===== config.mk =====
export PLATFORM = sky130hd
export DESIGN_NAME = aes_byte_serial_io
export DESIGN_NICKNAME = d
export VERILOG_FILES = /design/src/rtl/aes_byte_serial_io.sv
export SDC_FILE = /design/constraint.sdc
export NUM_CORES = 1
export LEC_CHECK = 0
export ABC_CLOCK_PERIOD_IN_PS = 21000
export CAP_MARGIN = 20
export CORE_ASPECT_RATIO = 0.6
export CORE_MARGIN = 2
export CORE_UTILIZATION = 35
export CTS_CLUSTER_SIZE = 10
export DETAILED_ROUTE_END_ITERATION = 10
export PLACE_DENSITY = 0.56
export SYNTH_ARGS = -nofsm -noshare
export SYNTH_HDL_FRONTEND = slang
export SYNTH_SLANG_ARGS = --single-unit

===== constraint.sdc =====
create_clock -name clk -period 21 [get_ports clk]
set_input_delay 4.2 -clock clk [delete_from_list [all_inputs] [get_ports clk]]
set_output_delay 4.2 -clock clk [all_outputs]
set_load 0.02 [all_outputs]

===== src/rtl/aes_byte_serial_io.sv =====
// Byte-serial plaintext/key streamer and ciphertext collector in front of the DOM AES core.
// Define AES_IO_LATENCY_EN to add the lat_o start-to-done cycle counter.
module aes_byte_serial_io #(
    parameter int unsigned TIMEOUT = 4096,
    parameter int unsigned LAT_W   = 16
) (
    input  logic         clk,
    input  logic         rst,
    input  logic         start_i,
    input  logic [127:0] ptxt_i,
    input  logic [127:0] key_i,
    output logic         busy_o,
    output logic         core_start_o,
    output logic [7:0]   core_pt_o,
    output logic [7:0]   core_key_o,
    input  logic         core_done_i,
    input  logic [7:0]   core_ct_i,
    output logic [127:0] ct_o,
    output logic         ct_valid_o,
    output logic         timeout_o
`ifdef AES_IO_LATENCY_EN
    ,
    output logic [LAT_W-1:0] lat_o
`endif
);
    localparam logic [1:0] IDLE      = 2'd0;
    localparam logic [1:0] LOAD      = 2'd1;
    localparam logic [1:0] WAIT_DONE = 2'd2;
    localparam logic [1:0] COLLECT   = 2'd3;

    localparam logic [15:0] WAIT_LAST = 16'(TIMEOUT - 1);

    if (TIMEOUT < 17 || TIMEOUT > 65535 || LAT_W < 1) begin : g_param_check
        $error("aes_byte_serial_io: TIMEOUT must be 17..65535 and LAT_W at least 1");
    end

    logic [1:0]   state_q, state_d;
    logic [3:0]   cnt_q, cnt_d;
    logic [15:0]  wait_q, wait_d;
    logic [127:0] pt_sr_q, pt_sr_d;
    logic [127:0] key_sr_q, key_sr_d;
    logic [127:0] ct_sr_q, ct_sr_d;
    logic [127:0] ct_q, ct_d;
    logic         core_start_q, core_start_d;
    logic         ct_valid_q, ct_valid_d;
    logic         timeout_q, timeout_d;
    logic         ret_q, ret_d;
    logic         accept;

    // ret_q marks the cycle the FSM lands back in IDLE; a start there is dropped
    assign accept = (state_q == IDLE) && start_i && !ret_q;

    always_comb begin
        state_d      = state_q;
        cnt_d        = cnt_q;
        wait_d       = wait_q;
        pt_sr_d      = pt_sr_q;
        key_sr_d     = key_sr_q;
        ct_sr_d      = ct_sr_q;
        ct_d         = ct_q;
        timeout_d    = timeout_q;
        core_start_d = 1'b0;
        ct_valid_d   = 1'b0;
        ret_d        = 1'b0;
        case (state_q)
            IDLE: begin
                if (accept) begin
                    state_d      = LOAD;
                    pt_sr_d      = ptxt_i;
                    key_sr_d     = key_i;
                    cnt_d        = 4'd0;
                    core_start_d = 1'b1;
                    timeout_d    = 1'b0;
                end
            end
            LOAD: begin
                // The start-pulse cycle is part of LOAD but streams nothing
                if (!core_start_q) begin
                    pt_sr_d  = {pt_sr_q[119:0], 8'h00};
                    key_sr_d = {key_sr_q[119:0], 8'h00};
                    cnt_d    = cnt_q + 4'd1;
                    if (cnt_q == 4'hf) begin
                        state_d = WAIT_DONE;
                        wait_d  = '0;
                    end
                end
            end
            WAIT_DONE: begin
                wait_d = wait_q + 16'd1;
                if (core_done_i) begin
                    ct_sr_d = {ct_sr_q[119:0], core_ct_i};
                    cnt_d   = 4'd1;
                    state_d = COLLECT;
                end else if (wait_q == WAIT_LAST) begin
                    timeout_d = 1'b1;
                    state_d   = IDLE;
                    ret_d     = 1'b1;
                end
            end
            default: begin
                ct_sr_d = {ct_sr_q[119:0], core_ct_i};
                cnt_d   = cnt_q + 4'd1;
                if (cnt_q == 4'hf) begin
                    ct_d       = {ct_sr_q[119:0], core_ct_i};
                    ct_valid_d = 1'b1;
                    state_d    = IDLE;
                    ret_d      = 1'b1;
                end
            end
        endcase
    end

    always_ff @(posedge clk or posedge rst) begin
        if (rst) begin
            state_q      <= IDLE;
            cnt_q        <= '0;
            wait_q       <= '0;
            pt_sr_q      <= '0;
            key_sr_q     <= '0;
            ct_sr_q      <= '0;
            ct_q         <= '0;
            core_start_q <= 1'b0;
            ct_valid_q   <= 1'b0;
            timeout_q    <= 1'b0;
            ret_q        <= 1'b0;
        end else begin
            state_q      <= state_d;
            cnt_q        <= cnt_d;
            wait_q       <= wait_d;
            pt_sr_q      <= pt_sr_d;
            key_sr_q     <= key_sr_d;
            ct_sr_q      <= ct_sr_d;
            ct_q         <= ct_d;
            core_start_q <= core_start_d;
            ct_valid_q   <= ct_valid_d;
            timeout_q    <= timeout_d;
            ret_q        <= ret_d;
        end
    end

    assign busy_o       = (state_q != IDLE);
    assign core_start_o = core_start_q;
    assign core_pt_o    = (state_q == LOAD && !core_start_q) ? pt_sr_q[127:120] : 8'h00;
    assign core_key_o   = (state_q == LOAD && !core_start_q) ? key_sr_q[127:120] : 8'h00;
    assign ct_o         = ct_q;
    assign ct_valid_o   = ct_valid_q;
    assign timeout_o    = timeout_q;

`ifdef AES_IO_LATENCY_EN
    logic [LAT_W-1:0] lat_cnt_q, lat_cnt_d;
    logic [LAT_W-1:0] lat_q, lat_d;

    always_comb begin
        lat_cnt_d = lat_cnt_q;
        lat_d     = lat_q;
        if (accept) begin
            lat_cnt_d = '0;
        end else if (state_q != IDLE && lat_cnt_q != '1) begin
            lat_cnt_d = lat_cnt_q + LAT_W'(1);
        end
        if (state_q == WAIT_DONE && core_done_i) begin
            lat_d = lat_cnt_q;
        end
    end

    always_ff @(posedge clk or posedge rst) begin
        if (rst) begin
            lat_cnt_q <= '0;
            lat_q     <= '0;
        end else begin
            lat_cnt_q <= lat_cnt_d;
            lat_q     <= lat_d;
        end
    end

    assign lat_o = lat_q;
`endif
endmodule


==> impl_metrics.toml <==
[run_status]
status = "finished clean"

[pwr]
p_per_area_mw_per_mm2 = 165
ir_drop_uv = 103
leakage_nw = 12.3

[grt]
busiest_layer = "met2"
grt_pass1_wl_um = 91000
grt_pass1_vias = 15900
antenna_found_initial = 7
grtUsageMet3_pct = 3.99
grt_overflow = 0
grt_util_met1_pct = 25.9
grt_max_degree = 128
met2_usage_pct = 26.5
globalRouteTotalUtil_pct = 17.7

[routing]
vias_per_cell = 4.97
drt-initial-drc-count = 948
antenna_left = 0
drt-total-wl_um = 58300
via_count = 16000
dr.pass1.iters = 5
wl_per_cell_um = 18.1
post-route-drc-count = 0

[worst_setup_path]
arrival_ns = 8.71
startpoint = "start_i"
cp.depth = 8
cp-endpoint = "key_sr_q[47]"
startpoint_type = "input pin"
slowest_delay_ns = 0.92
worstReg2RegEnd = "key_sr_q[47]"
worstSetupPathType = "input pin to flip-flop"
reg2reg_depth = 7
regToRegStartpoint = "state_q[0]"
timing.critical_path.mode_cell = "buf_4"
critPathRequiredTime_ns = 21.42
crit_buf_inv = 5
path_delay_family = "buffers and inverters"
worst_setup_path_end_kind = "flip-flop"
path_cells = "clkdlybuf4s50_1 -> nor4b_4 -> buf_4 -> or2_4 -> buf_4 -> buf_4 -> buf_4 -> a31oi_1"
ff2ff_setup_slack_ns = 15.91
cp_max_fo = 117
crit_slowest_cell = "buf_4"

[cts]
cts_made_buffers = 59
cts_setup_buffers = 0
cts.sinks = 530
clkLatencyLatePin_ns = 0.61
cts_resized = 0
cts_buffer_depth = 3
cts_tree = "done"
clkTransAtPathRegs_ns = 0.06
cts-root-buf = "clkbuf_16"
postCtsHoldBufs = 0
cts_max_level = 2

[sta]
fmax_ghz = 0.121
rsz0062_at_grt = "false"
setup_viol = 0
tightest_slew_ns = 1.05
finalClockSkew_ns = 0.0140
fin_tns_setup_ns = 0
fin_hold_ws_ns = 0.475
relSlewSlack_pct = 29.7
slew_viol_final = 0
final.period_utilization_pct = 39.4
fin_crit_ns = 8.28
finalHoldViolations = 0

[yosys]
synth_nets = 2292
syn-mean-instance-area_sq_um = 10.8
ys_ff_latch = 530
ys_warn_count = 0
syn_inst = 2022
synthFlopType = "dfrtp_1"
syn_area_sq_mm = 0.0219
async_flop_share_pct = 100
seq_area_frac_synth_pct = 60.6
synth_edf_count = 0
yosysUniqueCellTypes = 45

[floorplan]
die_h_um = 198
io_pins = 416
die_area_sq_mm = 0.0646
core_area_sq_mm = 0.0613
row_count = 70
die_w_um = 327
start_util_pct = 35.7

[finish]
area_growth_pct = 28.9
drive_above_1_share_pct = 14.7
fillCellCount = 5737
fin_nets = 2647
fin_util_pct = 46.0

[place]
gp_congestion = 0.818
io_buffers = 415
hpwl_um = 39500

[run]
drv_cap = 0

[hold_path]
worstHoldPathType = "flip-flop to flip-flop"
==> layout make-up <==
| class | instances | area (sq um) | share of cell area, % |
|---|---|---|---|
| clock buffer | 62 | 1490 | 5.28 |
| sequential | 530 | 13300 | 47.0 |
| inverter | 7 | 33.8 | 0.120 |
| antenna | 4 | 10.0 | 0.0355 |
| timing repair buffer | 438 | 4350 | 15.4 |
| multi-input combinational | 1341 | 7950 | 28.2 |
| clock inverter | 4 | 67.6 | 0.240 |
| tap | 828 | 1040 | 3.67 |
==> per-layer routing <==
layer / share of wire, % / vias up
met5: 0.11 / -
met4: 1.6 / 10
met3: 5.2 / 70
met2: 45 / 326
met1: 48 / 7990
li1: - / 7574
==> kinds of logic after synthesis <==
logic type / count (synthesis) / synth area share (%)
simple gates: 796 / 14.4
flops: 530 / 60.6
compound gates: 285 / 8.44
mux: 255 / 13.1
buf+inv: 151 / 3.20
xor+xnor: 3 / 0.120
fa+ha+maj: 2 / 0.114
==> synthesized netlist by cell type, types with 2 or more instances <==
cell type / count / area (sq um)
o22ai_1: 2 / 12.5
a31oi_1: 241 / 1510
and3_1: 2 / 12.5
dfrtp_1: 530 / 13300
o31ai_1: 3 / 22.5
clkbuf_1: 55 / 206
nor2_1: 248 / 931
inv_1: 6 / 22.5
buf_4: 4 / 30.0
or3_1: 3 / 18.8
o211ai_1: 3 / 22.5
nand2b_1: 2 / 12.5
xor2_1: 2 / 17.5
ha_1: 2 / 25.0
buf_2: 82 / 410
mux2_2: 248 / 2790
nand3_1: 14 / 70.1
o41ai_1: 4 / 35.0
a22o_1: 16 / 140
o311ai_0: 3 / 26.3
o21ai_0: 8 / 40.0
a21oi_1: 3 / 15.0
nand2_1: 496 / 1860
mux2i_1: 7 / 70.1
buf_6: 2 / 22.5
and2_1: 16 / 100
or2_2: 2 / 12.5
==> stage by stage <==
step                      setup slack [ns]  instances  power, mW  area (sq um)
after floorplan                       1.99       2022       3.14         21900
after global placement               12.21       3142       3.72         26600
after detailed placement             12.12       3142       3.78         26600
after CTS                            12.78       3208       4.70         28100
after global routing                 12.30       3210       5.00         28200
final                                12.72       3214       4.64         28200
==> worst min-delay path by stage <==
stage               start  depth (start not counted)          to  slack (ns)
2_1_floorplan  wait_q[15]                          1  wait_q[15]        0.44
3_3_place_gp    wait_q[7]                          1   wait_q[7]        0.46
3_5_place_dp   wait_q[15]                          1  wait_q[15]        0.46
4_1_cts        wait_q[15]                          1  wait_q[15]        0.48
5_1_grt          ct_o[87]                          1    ct_o[87]        0.51
6_report       wait_q[15]                          1  wait_q[15]        0.47
==> state kept, by name, summed over array words and instances, names as in the netlist, 2 cells and up <==
register  cells
ct_o        128
ct_sr_q     120
pt_sr_q     128
cnt_q         4
key_sr_q    128
state_q       2
wait_q       16
==> power by group <==
group          switching [mW]  internal, mW
combinational            1.08         0.850
sequential              0.302          1.52
clock                   0.392         0.506
==> placed cells by master, fill, tap and decap left out, types with 2 or more instances in the layout <==
cell and count:
o31ai_1 3, o22ai_1 2, o311ai_0 3, and3_1 2, clkinv_8 2, nor2_1 248, o21ai_0 7, inv_1 5
ha_1 2, dfrtp_1 530, o211ai_1 3, nand2b_4 2, mux2_2 248, a31oi_1 241, diode_2 4, clkdlybuf4s50_1 415
a22o_1 16, buf_4 21, or2_2 2, clkbuf_16 59, and2_1 16, a21oi_1 3, nand3_1 13, xor2_1 2
nand2_1 496, or3_1 3, mux2i_1 7, o41ai_1 4, clkbuf_1 3
(Power assumes the default switching activity.)
